--- src/rtl/cgra_pkg.sv ---
// Shared constants, header/word encodings and sequencer state type for the
// four-tile compute array controller.
package cgra_pkg;

  localparam int NUM_TILES = 4;

  localparam logic [1:0] HDR_WEIGHT = 2'b00;
  localparam logic [1:0] HDR_LINK   = 2'b01;
  localparam logic [1:0] HDR_RUN    = 2'b10;
  localparam logic [1:0] HDR_RSVD   = 2'b11;

  localparam logic [1:0] PFX_WEIGHT = 2'b00;
  localparam logic [1:0] PFX_LINK   = 2'b01;
  localparam logic [1:0] PFX_DATA   = 2'b10;

  localparam logic [7:0] NOP_WORD_DFLT = 8'h80;

  typedef enum logic [2:0] {
    S_IDLE,
    S_CFG,
    S_GET_OPND,
    S_DRIVE,
    S_CAPTURE,
    S_EMIT
  } state_t;

  // Builds a full switch bus with word w on lane idx and nop on every other lane.
  function automatic logic [31:0] place_lane(input logic [1:0] idx,
                                             input logic [7:0] w,
                                             input logic [7:0] nop);
    logic [31:0] r;
    for (int k = 0; k < NUM_TILES; k++) begin
      r[k*8 +: 8] = (idx == 2'(k)) ? w : nop;
    end
    return r;
  endfunction

endpackage

--- src/rtl/cgra_route_table.sv ---
// Shadow copy of each tile's link target and op, used to walk run chains.
module cgra_route_table
  import cgra_pkg::*;
(
  input  logic       clk,
  input  logic       rst_n,
  input  logic       we,
  input  logic [1:0] wr_tile,
  input  logic [1:0] wr_next,
  input  logic       wr_op,
  input  logic [1:0] rd_tile,
  output logic [1:0] rd_next,
  output logic       rd_op
);

  logic [1:0] next_q [NUM_TILES];
  logic       op_q   [NUM_TILES];

  // Reset state is the ring 0->1->2->3->0 with every tile adding.
  always_ff @(posedge clk) begin
    if (!rst_n) begin
      for (int i = 0; i < NUM_TILES; i++) begin
        next_q[i] <= 2'((i + 1) % NUM_TILES);
        op_q[i]   <= 1'b0;
      end
    end else if (we) begin
      next_q[wr_tile] <= wr_next;
      op_q[wr_tile]   <= wr_op;
    end
  end

  assign rd_next = next_q[rd_tile];
  assign rd_op   = op_q[rd_tile];

endmodule

--- src/rtl/cgra_tile_sequencer.sv ---
// Host-command sequencer: decodes header bytes into tile switch words, walks
// operand chains through the tiles and returns the last tile's output.
module cgra_tile_sequencer
  import cgra_pkg::*;
#(
  parameter logic [7:0] NOP_WORD = NOP_WORD_DFLT
) (
  input  logic        clk,
  input  logic        rst_n,
  input  logic [7:0]  host_data,
  input  logic        host_valid,
  output logic        host_ready,
  output logic [31:0] tile_dout,
  input  logic [31:0] tile_din,
  output logic [7:0]  res_data,
  output logic        res_valid,
  input  logic        res_ready,
  output logic        busy,
  output logic        err
);

  // Both handshakes transfer on a rising edge where valid && ready are high;
  // a producer facing ready low must hold its data stable until that edge.

  state_t     state;
  logic [1:0] cur;
  logic [1:0] remaining;
  logic [1:0] rt_next;
  logic       op_unused;
  logic [7:0] cur_din;
  logic       link_we;

  assign host_ready = rst_n && (state == S_IDLE || state == S_GET_OPND);
  assign busy       = (state != S_IDLE);
  assign cur_din    = tile_din[{cur, 3'b000} +: 8];
  assign link_we    = (state == S_IDLE) && host_valid && (host_data[7:6] == HDR_LINK);

  cgra_route_table u_route (
    .clk     (clk),
    .rst_n   (rst_n),
    .we      (link_we),
    .wr_tile (host_data[5:4]),
    .wr_next (host_data[3:2]),
    .wr_op   (host_data[0]),
    .rd_tile (cur),
    .rd_next (rt_next),
    .rd_op   (op_unused)
  );

  always_ff @(posedge clk) begin
    if (!rst_n) begin
      state     <= S_IDLE;
      tile_dout <= {NUM_TILES{NOP_WORD}};
      cur       <= 2'd0;
      remaining <= 2'd0;
      res_data  <= 8'd0;
      res_valid <= 1'b0;
      err       <= 1'b0;
    end else begin
      err <= 1'b0;
      case (state)
        S_IDLE: begin
          if (host_valid) begin
            case (host_data[7:6])
              HDR_WEIGHT: begin
                tile_dout <= place_lane(host_data[5:4], {PFX_WEIGHT, 2'b00, host_data[3:0]}, NOP_WORD);
                state     <= S_CFG;
              end
              HDR_LINK: begin
                tile_dout <= place_lane(host_data[5:4],
                                        {PFX_LINK, host_data[3:2], 3'b000, host_data[0]}, NOP_WORD);
                state     <= S_CFG;
              end
              HDR_RUN: begin
                cur       <= host_data[5:4];
                remaining <= host_data[1:0];
                state     <= S_GET_OPND;
              end
              default: err <= 1'b1;
            endcase
          end
        end
        S_CFG: begin
          tile_dout <= {NUM_TILES{NOP_WORD}};
          state     <= S_IDLE;
        end
        S_GET_OPND: begin
          if (host_valid) begin
            tile_dout <= place_lane(cur, {PFX_DATA, 2'b00, host_data[3:0]}, NOP_WORD);
            state     <= S_DRIVE;
          end
        end
        S_DRIVE: begin
          tile_dout <= {NUM_TILES{NOP_WORD}};
          state     <= S_CAPTURE;
        end
        S_CAPTURE: begin
          // Only the low nibble of an intermediate result travels to the next tile.
          if (remaining != 2'd0) begin
            cur       <= rt_next;
            remaining <= remaining - 2'd1;
            tile_dout <= place_lane(rt_next, {PFX_DATA, 2'b00, cur_din[3:0]}, NOP_WORD);
            state     <= S_DRIVE;
          end else begin
            res_data  <= cur_din;
            res_valid <= 1'b1;
            state     <= S_EMIT;
          end
        end
        S_EMIT: begin
          if (res_ready) begin
            res_valid <= 1'b0;
            state     <= S_IDLE;
          end
        end
        default: state <= S_IDLE;
      endcase
    end
  end

endmodule

--- config.mk ---
export PLATFORM = sky130hd
export DESIGN_NAME = cgra_tile_sequencer
export DESIGN_NICKNAME = d
export VERILOG_FILES = /design/src/rtl/cgra_pkg.sv /design/src/rtl/cgra_route_table.sv /design/src/rtl/cgra_tile_sequencer.sv
export SDC_FILE = /design/constraint.sdc
export NUM_CORES = 1
export LEC_CHECK = 0
export CORE_MARGIN = 10
export CORE_UTILIZATION = 43
export CTS_BUF_LIST = sky130_fd_sc_hd__clkbuf_8
export DETAILED_ROUTE_END_ITERATION = 12
export GPL_TIMING_DRIVEN = 1
export MAX_ROUTING_LAYER = met4
export PLACE_DENSITY = 0.89
export SLEW_MARGIN = 25
export SYNTH_ARGS = -nofsm -noshare
export SYNTH_HDL_FRONTEND = slang
export SYNTH_SLANG_ARGS = --single-unit
--- constraint.sdc ---
create_clock -name clk -period 1.7 [get_ports clk]
set_input_delay 0.255 -clock clk [delete_from_list [all_inputs] [get_ports clk]]
set_output_delay 0.255 -clock clk [all_outputs]
set_load 0.005 [all_outputs]
# [After elaboration in Yosys (flattened, before gate mapping)]
# Memory sizes are Yosys's and may differ from the RTL's. A register that Yosys moved wholly into a read port is not among the register bits.
# Index checks and enable logic that the tools add are counted.
[op_classes] addsub=1 eq_ne=24 n_shift=1 mux=48 bitwise=1 reduce_logical=24
[ops] operator="32-bit case mux with 4 select lines" count=1
[ops] operator="32-bit two-way mux" count=3
[ops] operator="8-bit two-way mux" count=8
[ops] operator="32-bit case mux with 2 select lines" count=1
[ops] operator="4-bit two-way mux" count=8
[ops] operator="32-bit by 6-bit variable part select with 8-bit output" count=1
[ops] operator="2-bit two-way mux" count=10
[ops] operator="3-bit case mux with 5 select lines" count=1
[ops] operator="2-bit == test, second input constant" count=7
[ops] operator="3-bit two-way mux" count=4
[ops] operator="2-bit inequality test, second input constant" count=5
[ops] operator="2-bit by 1-bit == test with 1-bit output, second input constant" count=4
[ops] operator="2-bit zero test" count=4
[ops] operator="1-bit two-way mux" count=8
[ops] operator="2-bit case mux with 2 select lines" count=2
[ops] operator="4-bit AND reduction" count=2
[ops] operator="3-bit by 2-bit == test with 1-bit output, second input constant" count=2
[ops] operator="3-bit == test, second input constant" count=2
[ops] operator="3-bit case mux with 2 select lines" count=1
[ops] operator="3-bit AND reduction" count=2
[ops] operator="2-bit nonzero test" count=3
[ops] operator="2-bit OR reduction" count=3
[ops] operator="5-bit AND reduction" count=1
[ops] operator="4-bit nonzero test" count=1
[ops] operator="13 further kinds" count=15
[word_totals] register_bits=49 ramBits=8 input_bits=44 output_inout_bits=44 wordCells=107 mem_count=1
[memory_table] name="u_route.next_q" depth=4 width=2 read_ports=1 rd_clocked_by_memory_dff=1 write_ports=4 line="cgra_route_table.sv:16" rtl="logic [1:0] next_q [NUM_TILES];"

# [Depth between registers and ports, before layout]
[logic_depth] ltp_word=8 ltp_mapped=8 depth_no_buf=6

# [Hierarchy]
# Synthesis repeated with hierarchy kept, for this count alone.
[unflattened] cells_unflattened=342 hier_area_um2=3057.9
[by_module_without_submodules] module="cgra_tile_sequencer" instances=1 cells_per_inst=299 area_each_um2=2469.9 seq_area_each_um2=980.9
[by_module_without_submodules] module="cgra_route_table" instances=1 cells_per_inst=43 area_each_um2=588.1 seq_area_each_um2=330.3

# [Least setup slack after synthesis]
# No wires, ideal clock.
[synth_path] path_type="register to register" start="register state[1]" end="memory u_route.next_q[0][0] (enable)" setup_ns=0.299 t_arrival_ns=1.548 required_time_ns=1.401 path_slack_ns=-0.147 path_stages_with_launch=7 path_buffers=2 period_less_slack_ns=1.847 cell_sequence="dfxtp_1 -> buf_6 -> or3_1 -> buf_2 -> or3_4 -> nor3_4 -> nand2b_1"
[synth_rtl] item="from (decl)" line="cgra_tile_sequencer.sv:25" rtl="state_t state;"
[synth_rtl] item="from (signal assigned)" line="cgra_tile_sequencer.sv:52" rtl="state <= S_IDLE;"
[synth_rtl] item="from (signal assigned)" line="cgra_tile_sequencer.sv:67" rtl="state <= S_CFG;"
[synth_rtl] item="from (signal assigned)" line="cgra_tile_sequencer.sv:72" rtl="state <= S_CFG;"
[synth_rtl] item="to (decl)" line="cgra_route_table.sv:16"

==> results.env <==
FOOTPRINT_OF_THE_MULTI_INPUT_GATES_UM2=1660
CRITPATHREQUIREDTIME_NS=1.77
DR_TOTAL_VIAS=3069
SYNTH.AREA.TOP_CELLS='dfxtp_1 (36%), edfxtp_1 (8.6%), mux4_2 (8.0%)'
START_KIND='register'
GRT_OVERFLOW_TOTAL=0
CRIT_PATH_MAX_FANOUT=4
SYN-NUM-NETS=357
ANTENNA_LEFT=0
DRT_WL_TOTAL_UM=10500
SYNTH_FLOP_CELL='dfxtp_1'
DESIGN.FINAL.NETS=485
REPORT.FINAL.SETUP_VIOL=5
SYNTH.FF_LATCH_COUNT=59
CTS_SINKS=59
YOSYS.CELL_TYPES.COUNT=43
SYNTH.TOP_CELL.AREA_SHARE_PCT=36.4
IO_BUFFERS=87
CTS-BUFFERS-INSERTED=9
VDD_DROP_MAX_uV=619
GRT_USE_TOTAL_PCT=19.4
WL_PER_CELL_UM=20.0
CLOCK_PATH_BUFFERS=2
CLK_LATENCY_NS=0.35
MAX_CAP_VIOL_COUNT=0
RSZ0062_AT_GRT='true'
GRT_PASS1_VIAS=3068
BOUNDARY_PINS=88
DETAIL_ROUTE.DRC_VIOLATIONS=0
FINCLKSKEW_NS=0.00950
POST_SYNTH.CELL_AREA_AVG_UM2=9.00
MIN_DELAY_PATH_DEPTH=3
ASYNC_RESET_FF_SHARE_PCT=0
CTS-HTREE-LEVELS=3
MAX_FREQ_GHz=0.582
CELLPOWERDENSITY_nW_PER_UM2=846
PLACE_INST=498
GP_CONGESTION=0.897
AREA_GROWTH_SYN_TO_LAYOUT_PCT=64.3
DIE-AREA_UM2=10200
DRTITER0DRC=272
TIMING.CRITICAL_PATH.ARRIVAL_NS=1.79
FINAL_DESIGN_AREA_NO_FILL_UM2=4610
PLACE.DETAILED.HPWL_UM=6890
PLACED_CELL_AREA_UM2=4030
GRT_PASS1_WL_UM=15200
FLOORPLAN.INITIALDENSITY_PCT=44.2
COREAREA_UM2=6350
PATH_DEPTH_OF_THE_WORST_REG2REG_PATH=4
SYNTH_CELLS=312
VIASPERCELL=5.88
FF_LATCH_AREA_UM2=1270
YOSYSSEQAREASHARE_PCT=44.9
VIOLATIONS='negative setup slack'
DIE_W_UM=101
POWER_LEAKAGE_nW=1.70
FP-ROW-COUNT=29
ANTENNA-DIODE-COUNT=0
DIE_H_UM=101
PERIOD_NEEDED_NS=1.72
TRITONCTS='built'
TIMING.SETUP.CRITICAL_PATH_CLASS='register to register'
NUMBER_OF_ENABLE_FLIP_FLOP_CELLS_AFTER_SYNTHESIS=8
POST_ROUTE_CELLS_DRIVE_ABOVE_1_SHARE_PCT=28.1
NUMBER_OF_DETAILED_ROUTE_ITERATIONS_IN_THE_FIRST_PASS=5
CRIT_PATH_END_KIND='register'
PERIOD_SHARE_PCT=101
HOLD_VIOL_FINAL=0
MAPPEDNETLISTAREA_UM2=2810
YS_WARN_COUNT=0
POST-SYNTH-TOP-AREA-CELL='dfxtp_1'
HOLDBUFCOUNTCTS=0
TIMING.MAX_SLEW.REL_SLACK_PCT=69.0
LAYOUT_SETUP_WS_NS=-0.0193
GRT_ANTENNA_BEFORE_REPAIR=0
FIN_WORST_HOLD_SLACK_NS=0.358
RUN_STATUS='finished, violations left'
CLOCK-ROOT-BUFFER='clkbuf_8'
MAXSLEWVIOLCOUNT=0
SETUP_TOTAL_NEGATIVE_SLACK_NS=-0.0540
INSTANCES_NO_FILL=522
WORST_PIN_SLEW_NS=0.462
CLK_PIN_SLEW_NS=0.07
GRT_MAX_DEGREE=40
NUM-FILL-CELLS=408
HP-CLASS='primary input to register'
-- cells in the mapped netlist (all sizes together) (2+ instances only) --
cell type,count
buf,11
and2,9
nand2,40
nor2,29
edfxtp,8
mux4,10
inv,2
and3,2
nor3b,2
nor2b,9
a21oi,22
a221oi,10
a21boi,3
nor3,10
nand2b,10
nand3b,3
nand3,4
a22oi,6
clkbuf,12
or3,2
o211ai,2
dfxtp,51
o21ai,36
a32oi,6
a31oi,3
-- cells by family after synthesis --
group | share of synthesized area (%)
adders and majority gates | 0.446
DFF | 44.9
muxes | 8.43
AOI/OAI and AO/OA | 20.0
and+or+nand+nor | 22.1
buffers and inverters | 4.06
-- layout by cell type, fill, tap and decap left out, types with 8 or more instances in the layout --
master,synthesis,layout
edfxtp_1,8,8
mux4_2,10,10
clkdlybuf4s50_1,0,83
nand2_1,40,36
a21oi_1,22,21
dfxtp_1,51,47
o21ai_0,34,31
buf_4,0,44
nor2_1,27,25
a221oi_2,0,8
nand2b_1,9,8
clkbuf_8,0,10
-- metrics by stage --
stage	power [mW]	setup WS, ns	util [%]
3_5_place_dp	2.20	-0.262	63.5
5_1_grt	4.01	-0.0585	72.6
3_3_place_gp	2.18	-0.256	63.5
6_report	3.90	-0.0193	72.6
2_1_floorplan	1.82	-0.147	-
4_1_cts	3.77	0.00650	68.6
-- path summary, 6_finish.rpt --
kind | from | slack [ns] | to
max reg2reg | state[0] | -0.02 | u_route.next_q[0][1]
max | state[0] | -0.02 | u_route.next_q[0][1]
min | host_valid | 0.36 | state[0]
min reg2reg | res_data[3] | 0.46 | res_data[3]
-- flip-flops by register name, indices dropped and copies added (netlist names), named ones only --
signal / cells
state: 3
res_data: 8
err: 1
tile_dout: 32
remaining: 2
u_route.next_q: 8
cur: 2
res_valid: 1
-- where the power goes --
group | switching [mW] | leakage (nW) | internal [mW] | total, mW
combinational | 0.361 | 1.09 | 0.420 | 0.781
clock | 0.600 | 0.127 | 1.00 | 1.60
sequential | 0.0418 | 0.487 | 1.48 | 1.52
-- timing repair --
item,in CTS,in global routing
endpoints found under the setup margin,36,50
setup buffers,3,4
pin swaps,1,9
gates resized for setup,19,53
gates cloned,0,1
-- area by class of cell --
cell class	instances	area share [%]
multi-input combinational	227	36.0
timing repair buffer	140	28.9
sequential	59	27.6
clock buffer	10	2.99
clock inverter	6	2.25
tap	77	2.09
inverter	3	0.244
-- per-layer routing --
layer,up-vias,share of wire [%],GRT usage (%)
li1,1391,-,-
met1,1499,39,21.8
met2,152,51,31.6
met3,27,7.3,5.08
met4,0,2.8,8.37
met5,-,0,-
-- worst max-delay path: stages (launching register included) --
cell and delay [ns]:
dfxtp_2 0.32, or3_4 0.40, or3_4 0.39, nor3_4 0.17
nand2b_4 0.17
Note: power is estimated with default switching activity, not from simulation.
